**config.mk**
```make
export PLATFORM = sky130hd
export DESIGN_NAME = string_buffer
export DESIGN_NICKNAME = d
export VERILOG_FILES = /design/src/rtl/string_buffer.sv
export SDC_FILE = /design/constraint.sdc
export NUM_CORES = 1
export LEC_CHECK = 0
export CAP_MARGIN = 20
export CORE_ASPECT_RATIO = 1.75
export CORE_MARGIN = 2
export CORE_UTILIZATION = 67
export CTS_CLUSTER_DIAMETER = 40
export DETAILED_ROUTE_END_ITERATION = 6
export HOLD_SLACK_MARGIN = 0.12
export PLACE_DENSITY = 0.87
export SLEW_MARGIN = 20
export SYNTH_ARGS = -nofsm -noshare
export SYNTH_HDL_FRONTEND = slang
export SYNTH_SLANG_ARGS = --single-unit
```
**constraint.sdc**
```tcl
create_clock -name clk -period 5.81 [get_ports clk]
set_clock_uncertainty 0.1 [all_clocks]
set_input_delay 0.8715 -clock clk [delete_from_list [all_inputs] [get_ports clk]]
set_output_delay 0.8715 -clock clk [all_outputs]
set_load 0.005 [all_outputs]
```
**src/rtl/string_buffer.sv**
```systemverilog
// rtl/string_buffer.sv - editable character line buffer with cursor and streaming drain
module string_buffer #(
  parameter int DEPTH = 16,
  parameter int AW    = 4
) (
  input  logic          clk,
  input  logic          i_sclr_n,
  input  logic          i_type,
  input  logic [7:0]    i_asciiex,
  input  logic          i_asciiex_en,
  input  logic          i_ready,
  output logic [7:0]    o_data,
  output logic          o_valid,
  output logic          o_last,
  output logic [7:0]    o_cur_char,
  output logic [AW:0]   o_len,
  output logic [AW:0]   o_cursor,
  output logic          o_full,
  output logic          o_busy,
  output logic          o_err
);

  typedef enum logic {S_EDIT, S_DRAIN} state_t;

  localparam logic [1:0]    C_RIGHT   = 2'd0;
  localparam logic [1:0]    C_DOWN    = 2'd1;
  localparam logic [1:0]    C_LEFT    = 2'd2;
  localparam logic [1:0]    C_BKSP    = 2'd3;
  localparam logic [AW:0]   C_DEPTH   = (AW+1)'(DEPTH);
  localparam logic [AW:0]   C_ONE     = (AW+1)'(1);
  localparam logic [AW-1:0] C_IDX_ONE = AW'(1);

  state_t        r_state;
  state_t        w_state_nxt;
  logic [7:0]    r_buf     [DEPTH];
  logic [7:0]    w_buf_nxt [DEPTH];
  logic [AW:0]   r_len;
  logic [AW:0]   w_len_nxt;
  logic [AW:0]   r_cursor;
  logic [AW:0]   w_cursor_nxt;
  logic [AW-1:0] r_idx;
  logic [AW-1:0] w_idx_nxt;
  logic          r_err;
  logic          w_err_nxt;

  logic          w_char_ev;
  logic          w_ctl_ev;
  logic [1:0]    w_code;
  logic          w_accept;
  logic          w_last_beat;

  assign w_char_ev   = i_asciiex_en & ~i_type;
  assign w_ctl_ev    = i_asciiex_en & i_type;
  assign w_code      = i_asciiex[1:0];
  assign w_accept    = (r_state == S_DRAIN) & i_ready;
  assign w_last_beat = ({1'b0, r_idx} == (r_len - C_ONE));

  // Next-state decode: editing operations in EDIT, beat handshake in DRAIN
  always_comb begin
    w_state_nxt  = r_state;
    w_buf_nxt    = r_buf;
    w_len_nxt    = r_len;
    w_cursor_nxt = r_cursor;
    w_idx_nxt    = r_idx;
    w_err_nxt    = 1'b0;

    case (r_state)
      S_EDIT: begin
        if (w_char_ev) begin
          if (r_len == C_DEPTH) begin
            w_err_nxt = 1'b1;
          end else begin
            // open a gap at the cursor by moving the tail up one slot
            for (int i = 1; i < DEPTH; i++) begin
              if (((AW+1)'(i) > r_cursor) && ((AW+1)'(i) <= r_len)) begin
                w_buf_nxt[i] = r_buf[i-1];
              end
            end
            w_buf_nxt[r_cursor[AW-1:0]] = i_asciiex;
            w_len_nxt    = r_len + C_ONE;
            w_cursor_nxt = r_cursor + C_ONE;
          end
        end else if (w_ctl_ev) begin
          case (w_code)
            C_RIGHT: begin
              if (r_cursor < r_len) w_cursor_nxt = r_cursor + C_ONE;
              else                  w_err_nxt    = 1'b1;
            end
            C_LEFT: begin
              if (r_cursor != '0) w_cursor_nxt = r_cursor - C_ONE;
              else                w_err_nxt    = 1'b1;
            end
            C_BKSP: begin
              if (r_cursor != '0) begin
                // close the gap left by the character before the cursor
                for (int i = 0; i < DEPTH - 1; i++) begin
                  if (((AW+1)'(i + 1) >= r_cursor) && ((AW+1)'(i + 1) < r_len)) begin
                    w_buf_nxt[i] = r_buf[i+1];
                  end
                end
                w_len_nxt    = r_len - C_ONE;
                w_cursor_nxt = r_cursor - C_ONE;
              end else begin
                w_err_nxt = 1'b1;
              end
            end
            default: begin
              if (r_len != '0) begin
                w_state_nxt = S_DRAIN;
                w_idx_nxt   = '0;
              end else begin
                w_err_nxt = 1'b1;
              end
            end
          endcase
        end
      end

      default: begin
        if (i_asciiex_en) w_err_nxt = 1'b1;
        if (w_accept) begin
          if (w_last_beat) begin
            w_state_nxt  = S_EDIT;
            w_len_nxt    = '0;
            w_cursor_nxt = '0;
            w_idx_nxt    = '0;
          end else begin
            w_idx_nxt = r_idx + C_IDX_ONE;
          end
        end
      end
    endcase
  end

  // Control state register; reset wins over any strobe or handshake
  always_ff @(posedge clk) begin
    if (!i_sclr_n) begin
      r_state  <= S_EDIT;
      r_len    <= '0;
      r_cursor <= '0;
      r_idx    <= '0;
      r_err    <= 1'b0;
    end else begin
      r_state  <= w_state_nxt;
      r_len    <= w_len_nxt;
      r_cursor <= w_cursor_nxt;
      r_idx    <= w_idx_nxt;
      r_err    <= w_err_nxt;
    end
  end

  // Character storage; contents beyond len are never exposed so no reset is needed
  always_ff @(posedge clk) begin
    if (i_sclr_n) r_buf <= w_buf_nxt;
  end

  assign o_valid    = (r_state == S_DRAIN);
  assign o_busy     = (r_state == S_DRAIN);
  assign o_data     = (r_state == S_DRAIN) ? r_buf[r_idx] : 8'h00;
  assign o_last     = (r_state == S_DRAIN) & w_last_beat;
  assign o_cur_char = (r_cursor < r_len) ? r_buf[r_cursor[AW-1:0]] : 8'h00;
  assign o_len      = r_len;
  assign o_cursor   = r_cursor;
  assign o_full     = (r_len == C_DEPTH);
  assign o_err      = r_err;

endmodule

```
After elaboration in Yosys (flattened, before gate mapping) --
Index checks and enable logic that the tools add are counted.
Storage, ports and cells: register bits 144, output and inout bits 31, bits of input ports 13
Cells by class: order comparisons 64, reduce and logical (&&, ||, !) cells 79, bitwise logic cells 9, muxes and demuxes 129, equality and inequality tests 12, add/subtract/negate cells 5
Operators with widths (count):
- $mux W8 | 82
- $mux W120 | 4
- $bwmux W128 | 1
- $mux W128 | 1
- $reduce_and A7 Y1 | 16
- $mux W5 | 14
- $bmux W8 S4 | 2
- $ge A4 B5 Y1 const A | 8
- $gt A4 B5 Y1 const A | 8
- $le A4 B5 Y1 const A | 8
- $lt A4 B5 Y1 const A | 8
- $reduce_bool A2 Y1 | 20
- $demux W8 S4 | 1
- $logic_and A1 B1 Y1 | 31
- $mux W4 | 7
- $ge A3 B5 Y1 const A | 4
- $gt A3 B5 Y1 const A | 4
- $le A3 B5 Y1 const A | 4
- $lt A3 B5 Y1 const A | 4
- $mux W1 | 15
- $add A5 B1 Y5 const B | 2
- $ge A2 B5 Y1 const A | 2
- $ge A5 B5 Y1 const B | 2
- $gt A2 B5 Y1 const A | 2
- other kinds (32) | 48

Longest topological paths before layout --
word-level depth 9, depth in mapped cells 11, mapped depth without buffers 9

Least setup slack after synthesis --
Ideal clock, no wire load.
path type register to register, start point reg r_len[0] (netlist: o_len[0]), end point reg r_buf[100] (netlist name) (enable), setup slack 2466 ps, library setup time 386 ps, arrival time 2858 ps, cell stages (with the launch flop) 12, path buffers 2, period minus slack after synthesis 3344 ps, data required time 5324 ps, path through dfxtp_1 -> clkbuf_1 -> inv_1 -> ha_1 -> nand4bb_1 -> clkinv_1 -> nor2_1 -> o21ai_1 -> inv_1 -> nand2_1 -> buf_2 -> a211oi_1
On the way: elaborated cells on any way between the ends 6, those cells by class 1 x order compare; 2 x eq/ne; 3 x reduce/logical
RTL lines:
- from (decl) | line 37 | logic [AW:0] r_len;
- from (signal assigned) | line 145 | r_len <= w_len_nxt;
- $eq A5 B5 Y1
- named net o_full | line 18 | output logic o_full,
- $ne A2 B2 Y1 (no line)
- $reduce_and A7 Y1 (no line)
- to (signal assigned) | line 154 | if (i_sclr_n) r_buf <= w_buf_nxt;
- to (decl) | line 35 | logic [7:0] r_buf [DEPTH];
The timed path passes the listed nets, and every way through them passes these cells. A chain may end at the register's enable or synchronous reset.

Final worst setup path --
start point reg r_cursor[0] (netlist: o_cursor[0]), end point out o_cur_char[7]
On the way: longest elaborated chain between the ends 5, elaborated cells on any way between the ends 6, those cells by class 1 x order compare; 4 x mux; 1 x bitwise
Ends and longest elaborated chain:
- from (decl) | line 39 | logic [AW:0] r_cursor;
- from (signal assigned) | line 146 | r_cursor <= w_cursor_nxt;
- $not A4 Y5 (implied by the code) | line 161 | assign o_cur_char = (r_cursor < r_len) ? r_buf[r_cursor[AW-1:0]] : 8'h00;
- $bmux W8 S4 | line 161
- $mux W8 (implied by the code) (2 in series) | line 161
- $mux W8 (*) | line 161
- to (decl) | line 15 | output logic [7:0] o_cur_char,
Mark *: on every way between the ends. The rest lies on a longest branch, timed or not. The select of a mux whose other input is x is not followed.

==> impl_results.md <==
* Crit Path Max Fanout at 29
* YS warnings at 0
* Drt pass-1 iters at 7
* Ant diodes at 0
* Setup WS post-layout at about 1300 ps
* Crit-path cells: buf_4 > mux4_2 > nor2b_1 > a211oi_1 > a311oi_1 > clkdlybuf4s50_1
* DP Cell Count at 1,271
* Slew of the pin with the lowest slew margin at 1120 ps
* Main synth FF type: edfxtp_1
* Iteration-0 DRC Markers at 1,848
* Critical Path AT at 3510 ps
* Worst Hold Class: reg -> reg
* P_leak at 4.08 nW
* Final Max Slew Viols at 0
* Worst-Skew Late Latency at 450 ps
* # DRC at 10
* MaxCap Viol Count at 0
* Vias per inst at 8.02
* Sequential element share of the synthesized area at roughly two fifths
* GRT Total Usage at 46.4%
* Fin crit share at just under 80%
* Startpoint types: flip-flop
* Power per Cell Area at 318 mW/mm^2
* Post-synth top area share at 35.9%
* FFs w/ async S/R, synth at 0%
* H-tree levels at 4
* Io pins at 44
* Syn Inst Count at between 1,000 and 1,500
* RSZ-0062 raised after global routing: false
* Syn Nets at ~1,200
* Slew margin rel. at 24.7%
* Post-CTS setup buffer count at 0
* Root buffer cell: clkbuf_16
* Initial antenna violation count at 1
* Routed WL per cell at slightly below 30 um
* Final setup violation count at 0
* Vias in the first global route at 10,051
* Cell Area, Synth at 0.0107 sq mm
* CP endpoint kind: output pin
* Total grt overflow at 0
* Dpl ws at 1720 ps
* Largest net degree at the start of global routing at 76
* DP HPWL at ~26 mm
* Critical path buffers and inverters at 2
* CTS buffer count at 17
* CTS tree: done
* Critical path's slowest cell: dfxtp_2
* CTS Buffer Depth at 2
* Chip height at ~170 um
* Initial core utilization at roughly two thirds
* Clk slew on worst S/H paths at 70 ps
* Sink Count at 144
* Worst vdd ir at 0.187 mV
* #FFs+latches synth at 144
* Tmin final at 4490 ps
* Synthesis-to-layout area growth at 9.45%
* Failing checks: design-rule violations
* Final #Nets at 1,129
* Port Buffers at 43
* Post-CTS Resized at 0
* Avg Synthesized Cell Area at 9.52 sq um
* Chip width at 99.5 um
* Most common cell after layout, fill and taps aside: nand2_1
* Design Power at 3.72 mW
* Row count at 61
* Crit path kind: reg -> out
* RePlAce Congestion at 1.08
* Share of cells above drive strength 1 at 13.2%
* Final Hold Viols at 0
* Outcome: complete, but fails checks
* Crit-path max cell delay at roughly 870 ps
* Commonest non-fill, non-tap cells in the layout: 212 x nand2_1, 139 x o21ai_0, 128 x edfxtp_1
* First-pass GRT wire length at 58.8 mm
* Setup_tns at 0 ps
* Cell variety after synth at 60
* Worst path top cell family by delay: buffers and inverters
* Drt total wl at approximately 39 mm
* Hold Buf Count CTS at 0
* ANT nets after route at 0
* Layout Cells excl Fill at ~1,300
* Top cells by area, synth: edfxtp_1 36%, mux4_2 16%, nand2_1 7.5%, o21ai_0 6.5%, a21oi_1 3.7%
* CP required at a little under 5000 ps
* Fmax at 223 MHz
* Post-synth EDFFs at 128
* Core Area at 0.0158 sq mm
* Vias at between 10,000 and 15,000
* Largest area contributor in the netlist: edfxtp_1
* Die area at 0.0170 sq mm
==> state kept, by name (all words and copies together) (netlist names) <==
register and flops:
r_buf 128, o_cursor 5, o_len 5, r_idx 4, o_busy 1, o_err 1
==> where the power goes <==
group | internal [mW] | switching (mW)
sequential | 1.19 | 0.126
clock | 0.676 | 0.480
combinational | 0.515 | 0.737
total | 2.38 | 1.34
==> tightest hold or removal path, cell delays in order, from the launching register on <==
cell      delay (ps)
edfxtp_1         370
nand2_1           60
o21ai_0           60
==> cell type report <==
type                       instances  area, sq um
tap                              189          236
multi-input combinational        857         6040
clock buffer                      19          433
fill                            1097         4090
clock inverter                    13          161
inverter                          13         48.8
timing repair buffer              68          618
sequential                       144         4170
==> cells in the mapped netlist (9+ instances only) <==
cell type and count:
a21oi_1 79, nand2_1 213, o21ai_0 139, dfxtp_1 16, clkbuf_1 67, and2_1 25
inv_1 9, nor2b_1 14, buf_1 19, nor3_1 17, ha_1 15, buf_2 21
nand3_1 11, and3_1 46, a22o_1 24, edfxtp_1 128, mux4_2 77, a22oi_1 40
nor2_1 46, a211oi_1 16
==> metrics by stage <==
stage	hold slack (ps)	util, %	area (sq um)
6_report	503	74.1	11700
5_1_grt	533	74.1	11700
4_1_cts	494	74.1	11700
3_5_place_dp	479	70.4	11100
3_3_place_gp	465	70.4	11100
2_1_floorplan	434	-	10700
==> final timing paths <==
kind,from,to,slack [ps],cells after the start
min,r_buf[3],r_buf[11],500,2
max,o_cursor[0],o_cur_char[7],1320,6
max reg2reg,o_len[1],r_buf[115],1380,9
min reg2reg,r_buf[3],r_buf[11],500,2
==> routing by layer <==
metal | global-route usage, % | routed length [um] | vias up
met1 | 53.3 | 11300 | 4691
met5 | 0 | 0 | -
met2 | 72.9 | 18000 | 1198
met3 | 12.9 | 5590 | 362
met4 | 35.9 | 3840 | 0
li1 | - | - | 4203
==> cell families after synthesis <==
group                    count (synthesis)  share of synthesized area, %
AND/OR/NAND/NOR                        404                          17.5
AO/OA/AOI/OAI                          348                          19.8
flip-flops                             144                          38.9
buffers and inverters                  123                          4.70
multiplexers                            83                          16.8
adder cells (fa/ha/maj)                 15                          1.75
XOR/XNOR                                 7                         0.573
Power figures use the tool's default switching activity.
